## config.mk

```make
export PLATFORM = sky130hd
export DESIGN_NAME = orb_axis_tx
export DESIGN_NICKNAME = d
export VERILOG_FILES = /design/src/rtl/orb_axis_tx.sv
export SDC_FILE = /design/constraint.sdc
export NUM_CORES = 1
export LEC_CHECK = 0
export CAP_MARGIN = 10
export CORE_ASPECT_RATIO = 0.5
export CORE_MARGIN = 8
export CORE_UTILIZATION = 30
export CTS_CLUSTER_SIZE = 28
export DETAILED_ROUTE_END_ITERATION = 12
export GPL_ROUTABILITY_DRIVEN = 0
export SYNTH_ARGS = -nofsm -noshare
export SYNTH_HDL_FRONTEND = slang
export SYNTH_SLANG_ARGS = --single-unit
```

## constraint.sdc

```tcl
create_clock -name axi_Mclk -period 7.5 [get_ports axi_Mclk]
set_clock_uncertainty 0.05 [all_clocks]
set_input_delay 1.5 -clock axi_Mclk [delete_from_list [all_inputs] [get_ports axi_Mclk]]
set_output_delay 1.5 -clock axi_Mclk [all_outputs]
set_load 0.02 [all_outputs]
```

## src/rtl/orb_axis_tx.sv

```systemverilog
// ORB matcher output framer: tags pixels with frame geometry and
// buffers them in a FWFT FIFO toward the S2MM AXI4-Stream channel.
module orb_axis_tx #(
    parameter int C_AXIS_TDATA_WIDTH = 32,
    parameter int H_ACTIVE           = 720,
    parameter int V_ACTIVE           = 480,
    parameter int FIFO_AW            = 5
) (
    input  logic                            axi_Mclk,
    input  logic                            axi_reset_n,
    input  logic [C_AXIS_TDATA_WIDTH-1:0]   pix_data,
    input  logic                            pix_valid,
    input  logic                            pix_sof,
    output logic [C_AXIS_TDATA_WIDTH-1:0]   m_axis_data,
    output logic                            m_axis_valid,
    output logic [C_AXIS_TDATA_WIDTH/8-1:0] m_axis_keep,
    output logic                            m_axis_last,
    output logic                            m_axis_user,
    input  logic                            m_axis_ready,
    output logic                            frame_done,
    output logic                            overflow,
    output logic [FIFO_AW:0]                fifo_level
);

    localparam int DW    = C_AXIS_TDATA_WIDTH;
    localparam int CW    = (H_ACTIVE > 1) ? $clog2(H_ACTIVE) : 1;
    localparam int RW    = (V_ACTIVE > 1) ? $clog2(V_ACTIVE) : 1;
    localparam int DEPTH = 1 << FIFO_AW;

    localparam logic [CW-1:0]      COL_LAST = CW'(H_ACTIVE - 1);
    localparam logic [RW-1:0]      ROW_LAST = RW'(V_ACTIVE - 1);
    localparam logic [FIFO_AW:0]   LVL_FULL = (FIFO_AW + 1)'(DEPTH);

    typedef struct packed {
        logic [DW-1:0] data;
        logic          sof;
        logic          eol;
        logic          eof;
    } ent_t;

    logic [CW-1:0]      col_q;
    logic [CW-1:0]      col_d;
    logic [RW-1:0]      row_q;
    logic [RW-1:0]      row_d;
    logic [CW-1:0]      eff_col;
    logic [RW-1:0]      eff_row;
    ent_t               wr_ent;
    ent_t               head;
    ent_t               mem [DEPTH];
    logic [FIFO_AW-1:0] wr_ptr;
    logic [FIFO_AW-1:0] rd_ptr;
    logic [FIFO_AW:0]   level_q;
    logic               full;
    logic               empty;
    logic               wr_en;
    logic               rd_en;
    logic               drop;
    logic               ovf_q;
    logic               fdone_q;

    // Tag the incoming pixel with its position and compute the next position.
    always_comb begin
        eff_col = pix_sof ? '0 : col_q;
        eff_row = pix_sof ? '0 : row_q;
        wr_ent.data = pix_data;
        wr_ent.sof  = (eff_col == '0) && (eff_row == '0);
        wr_ent.eol  = (eff_col == COL_LAST);
        wr_ent.eof  = (eff_col == COL_LAST) && (eff_row == ROW_LAST);
        col_d = col_q;
        row_d = row_q;
        if (pix_valid) begin
            if (eff_col == COL_LAST) begin
                col_d = '0;
                row_d = (eff_row == ROW_LAST) ? '0 : eff_row + 1'b1;
            end else begin
                col_d = eff_col + 1'b1;
                row_d = eff_row;
            end
        end
    end

    // Position counters advance on every valid pixel, dropped or not.
    always_ff @(posedge axi_Mclk or negedge axi_reset_n) begin
        if (!axi_reset_n) begin
            col_q <= '0;
            row_q <= '0;
        end else begin
            col_q <= col_d;
            row_q <= row_d;
        end
    end

    assign full  = (level_q == LVL_FULL);
    assign empty = (level_q == '0);
    assign rd_en = !empty && m_axis_ready;
    assign wr_en = pix_valid && (!full || rd_en);
    assign drop  = pix_valid && full && !rd_en;
    assign head  = mem[rd_ptr];

    // Storage array; contents are only observed through a valid head.
    always_ff @(posedge axi_Mclk) begin
        if (wr_en) begin
            mem[wr_ptr] <= wr_ent;
        end
    end

    // Pointers and occupancy move together on the same edge.
    always_ff @(posedge axi_Mclk or negedge axi_reset_n) begin
        if (!axi_reset_n) begin
            wr_ptr  <= '0;
            rd_ptr  <= '0;
            level_q <= '0;
        end else begin
            if (wr_en) begin
                wr_ptr <= wr_ptr + 1'b1;
            end
            if (rd_en) begin
                rd_ptr <= rd_ptr + 1'b1;
            end
            unique case (1'b1)
                (wr_en && !rd_en): level_q <= level_q + 1'b1;
                (rd_en && !wr_en): level_q <= level_q - 1'b1;
                default:           level_q <= level_q;
            endcase
        end
    end

    // Sticky drop flag and end-of-frame pulse.
    always_ff @(posedge axi_Mclk or negedge axi_reset_n) begin
        if (!axi_reset_n) begin
            ovf_q   <= 1'b0;
            fdone_q <= 1'b0;
        end else begin
            ovf_q   <= ovf_q | drop;
            fdone_q <= rd_en && head.eof;
        end
    end

    assign m_axis_valid = !empty;
    assign m_axis_data  = empty ? '0 : head.data;
    assign m_axis_last  = !empty && head.eol;
    assign m_axis_user  = !empty && head.sof;
    assign m_axis_keep  = empty ? '0 : '1;
    assign frame_done   = fdone_q;
    assign overflow     = ovf_q;
    assign fifo_level   = level_q;

endmodule

```

# Word level (Yosys, flattened, before mapping)
# Memory sizes are Yosys's and may differ from the RTL's.
# Cells that the tools add are included.
# totals
register_bits,37
ramBits,1120
inputBits,37
output_inout_bits,47
elab_cells,48
n_memories,1
# classes
n_addsub,6
eq_ne,3
muxes,10
bitwise_logic,1
n_reduce_logical,20
# mem_list
name,depth,word_bits,rd,rd_ports_with_merged_regs,write_ports,line_no,source
mem,32,35,1,0,1,49,ent_t mem [DEPTH];
# op_table
cell,count
$mux W32,1
$mux W9,3
$mux W10,2
$pmux W6 S2,1
$logic_and A1 B1 Y1,11
$add A10 B1 Y10 const B,1
$add A5 B1 Y5 const B,2
$eq A10 B10 Y1 const B,1
$logic_not A10 Y1,1
$add A9 B1 Y9 const B,1
$eq A9 B9 Y1 const B,1
$logic_not A9 Y1,1
$add A6 B1 Y6 const B,1
$eq A6 B6 Y1 const B,1
$logic_not A6 Y1,1
$sub A6 B1 Y6 const B,1
$logic_not A1 Y1,4
$mux W4,1
$mux W1,2
$reduce_bool A2 Y1,1
$logic_or A1 B1 Y1,1
$or A1 B1 Y1,1

# Logic depth before layout (Yosys ltp)
# logic_depth
depth_word,8
depth_mapped,13
depth_no_buf,10

# Least setup slack after synthesis
# OpenSTA, ideal clock, no wires.
# synth_path
kind,input to register
start,in pix_valid
end,"mem mem[31][0] in the netlist's numbering, enable pin"
setup_time_ns,0.427
arrival_time_ns,3.759
required_ns,7.023
slack_ns,3.263
cell_stages,6
n_path_buf,3
path_cell_list,clkbuf_1 -> o41a_1 -> buf_2 -> nand2_2 -> buf_6 -> nor2_1
# synth_between
elab_chain_len,3
# synth_lines
element,line_no,source
"start, declared",12,"input logic pix_valid,"
$logic_and A1 B1 Y1,96,assign wr_en = pix_valid && (!full || rd_en);
$mux W1,102,if (wr_en) begin
$mux W1 (not written as such),103,mem[wr_ptr] <= wr_ent;
"end, declared",49,
# Every way passes these cells.

# Final worst setup path
# layout_path
start,reg rd_ptr[1]
end,out m_axis_data[19]
# layout_between
elab_chain_len,2
# layout_lines
element,line_no,source
"start, declared",51,logic [FIFO_AW-1:0] rd_ptr;
"start signal, assigned",118,rd_ptr <= rd_ptr + 1'b1;
$mem_v2 Z32 W35,-,
$mux W32,140,assign m_axis_data = empty ? '0 : head.data;
"end, declared",14,"output logic [C_AXIS_TDATA_WIDTH-1:0] m_axis_data,"
# Every way passes these cells.

==> flow_summary.rst <==
.. list-table::
   :header-rows: 1

   * - Metric
     - Value
   * - Fraction of registers with async set/reset
     - 3.20%
   * - Crit path setup slack, layout
     - 1.42 ns
   * - Startpoint type of the worst setup path
     - register
   * - Hold Vio Cnt, Final
     - 0
   * - Vias per std cell
     - 5.02
   * - Buffers inserted during post-CTS setup optimization
     - 0
   * - Setup repair after global routing missed its margin
     - false
   * - Synth Flop Type
     - edfxtp_1
   * - Die boundary height
     - 289 um
   * - Max Clk Rate
     - 165 MHz
   * - Worst setup EP type
     - output pin
   * - Placed Area
     - 0.0482 mm2
   * - Top Ports
     - 84
   * - Wire length of the first global-routing pass
     - 156 mm
   * - Final count of negative-setup-slack endpoints
     - 0
   * - Hold Crit Depth
     - 1
   * - Pre-CTS setup slack
     - 1.95 ns
   * - Input/output buffers
     - 83
   * - CTS clock-pin slew for the worst setup and hold paths
     - 0.06 ns
   * - Setup slack of the worst register-to-register path
     - 3.71 ns
   * - Number of buffers inserted during clock tree synthesis
     - 111
   * - Tightest hold margin
     - 0.439 ns
   * - DRC marker count from the first detailed-route iteration
     - 2414
   * - Worst-Margin Slew
     - 1.27 ns
   * - Netlist Area Pre-Place
     - 0.0447 mm2
   * - Hold Crit Class
     - reg2reg
   * - Final HPWL from detailed placement
     - 58.3 mm
   * - CP Capture Point
     - m_axis_data[19]
   * - Largest net degree at the start of global routing
     - 60
   * - Arrival time of the worst setup path
     - 4.53 ns
   * - Number of nets with antenna violations after detailed routing
     - 0
   * - Number of warnings reported in the yosys synthesis log
     - 0
   * - Clock tree from TritonCTS
     - done
   * - # placed instances
     - 4035
   * - Top fanout value on the critical path
     - 36
   * - Die Area
     - 0.162 mm2
   * - Tot GR Track Use
     - 13.0%
   * - Share of the core filled with cells
     - 34.9%
   * - Critical Path RT
     - 5.95 ns
   * - Leakage power
     - 15.9 nW
   * - Depth of the worst register-to-register path
     - 5
   * - Number of nets in the finished design
     - 2206
   * - Max capacitance violation total
     - 0
   * - DR WL/cell
     - 25.4 um
   * - Critical path startpoint
     - rd_ptr[1]
   * - Final Critical Period
     - 6.08 ns
   * - Post-synthesis sequential element count
     - 1157
   * - Worst skew pair latency
     - 0.68 ns
   * - Instance count of the mapped netlist
     - 2019
   * - Final std cell area, no fill
     - 0.0518 mm2
   * - Area growth from synthesis to final layout
     - 15.7%
   * - Remaining DRCs
     - 0
   * - IR Drop Worst-Case VDD
     - 213 uV
   * - Status
     - complete, no violations
   * - CTS root buf
     - clkbuf_16
   * - Total number of H-tree levels
     - 3
   * - Total Wirelength
     - 108 mm
   * - Pins Over Slew Limit
     - 0
   * - Core Region
     - 0.148 mm2
   * - Vias in the first global route
     - 22.0k
   * - Proportion of synthesized chip area in sequential cells
     - 77.3%
   * - Setup TNS Final
     - 0 ns
   * - Starting utilization of the core area
     - 30.1%
   * - Final total power
     - 18.8 mW
   * - Number of antenna violations at the first check in global routing
     - 5
   * - Share of final-layout standard cells stronger than drive strength 1
     - 24.5%
   * - Power per Cell Area
     - 364 mW/mm2
   * - Via count
     - 21.3k
   * - Total nets after synthesis
     - 2066
   * - Number of placement rows
     - 100
   * - Length of the first detailed-routing pass in iterations
     - 5
   * - Clock buffer depth
     - 3
   * - Yosys cell types
     - 63
   * - Reg2reg end
     - mem[14][17]
   * - Gr ovfl total
     - 0
   * - Die Span X
     - 562 um
   * - Final worst-path cycle share
     - 81.0%
   * - Count of filler cells inserted in the layout
     - 13.7k
   * - Clock sink total
     - 1157
   * - Post-layout instance count excluding filler cells
     - 4240
   * - Syn Area/Cell
     - 22.2 um2
   * - Source of the worst register-to-register timing path
     - fifo_level[1]
   * - Tightest slew margin relative to the limit
     - 14.8%
   * - Critical path type
     - reg2out
   * - Count of flip-flops with a built-in enable after synthesis
     - 1120
   * - PostCTS Resize Cnt
     - 0
   * - Hold bufs inserted after CTS
     - 0
worst min path at each step:
stage,start,to,slack [ns]
2_1_floorplan,col_q[8],col_q[8],0.43
3_3_place_gp,overflow,overflow,0.42
3_5_place_dp,overflow,overflow,0.42
4_1_cts,overflow,overflow,0.44
5_1_grt,overflow,overflow,0.47
6_report,overflow,overflow,0.44
state kept, by name (all words and copies together) (netlist names):
signal,count
mem,1120
frame_done,1
overflow,1
col_q,10
row_q,9
wr_ptr,5
rd_ptr,5
fifo_level,6
report_power, final:
group	switching (mW)	total, mW	leakage (nW)	internal (mW)
sequential	0.348	7.88	10.5	7.53
combinational	2.95	5.39	3.65	2.44
clock	2.37	5.56	1.73	3.18
total	5.68	18.8	15.9	13.2
per-layer routing:
layer | routed length [um] | track usage [%] | up-vias
met2 | 52800 | 21.8 | 725
met4 | 2450 | 3.49 | 6
li1 | - | - | 8858
met5 | 41 | 0 | -
met3 | 6590 | 2.35 | 146
met1 | 46000 | 17.5 | 11500
layout by cell type, fill, tap and decap left out, types with 7 or more instances in the layout:
cell and count:
clkbuf_16 112, clkinvlp_4 7, nand2b_1 12, o21ai_0 16, nand2_1 29, nor2_4 33
o22ai_1 74, xnor2_1 11, inv_1 21, nor2_1 14, buf_4 56, clkinv_2 15
clkdlybuf4s50_1 82, clkinv_1 29, bufinv_16 13, clkbuf_1 21, nand3_1 8, nor4_1 39
edfxtp_1 1120, mux2i_1 74, a22o_1 36, mux4_2 280, ha_1 10, dfrtp_1 34
cell usage after synthesis, types with 6 or more instances:
cell type,number,area (um2)
xnor2_1,11,96.3
nor3_1,6,30.0
nand3_1,8,40.0
dfrtp_1,37,926
nor4_1,39,244
buf_4,23,173
o21ai_0,16,80.1
ha_1,10,125
a22o_1,36,315
nor2_1,47,176
inv_1,21,78.8
buf_1,6,22.5
mux4_2,280,6310
edfxtp_1,1120,33600
mux2i_1,74,741
or3_1,7,43.8
nand2_1,31,116
a21oi_1,6,30.0
buf_2,35,175
o22ai_1,74,463
buf_6,14,158
nand2b_1,13,81.3
clkbuf_1,39,146
cell families after synthesis:
kind of cell | Yosys count | share of synthesized area, %
xor+xnor | 12 | 0.235
buf+inv | 139 | 1.69
compound gates | 157 | 2.47
simple gates | 185 | 2.19
fa+ha+maj | 10 | 0.280
flops | 1157 | 77.3
mux | 359 | 15.9
worst max-delay path, stage by stage, from the launching register on:
cell,delay [ns]
dfrtp_4,0.92
buf_4,0.41
mux4_2,0.27
mux2i_1,0.07
a22o_1,0.26
nor4_1,1.04
clkdlybuf4s50_1,0.79
final cells by class:
class / instances / area (um2) / area share, %
clock inverter: 70 / 712 / 1.38
clock buffer: 133 / 2880 / 5.57
sequential: 1157 / 34600 / 66.8
multi-input combinational: 723 / 9680 / 18.7
tap: 1989 / 2490 / 4.81
antenna: 2 / 5.00 / 0.00967
inverter: 22 / 82.6 / 0.160
timing repair buffer: 144 / 1350 / 2.60
No activity file was read; power rests on OpenSTA's default activity.
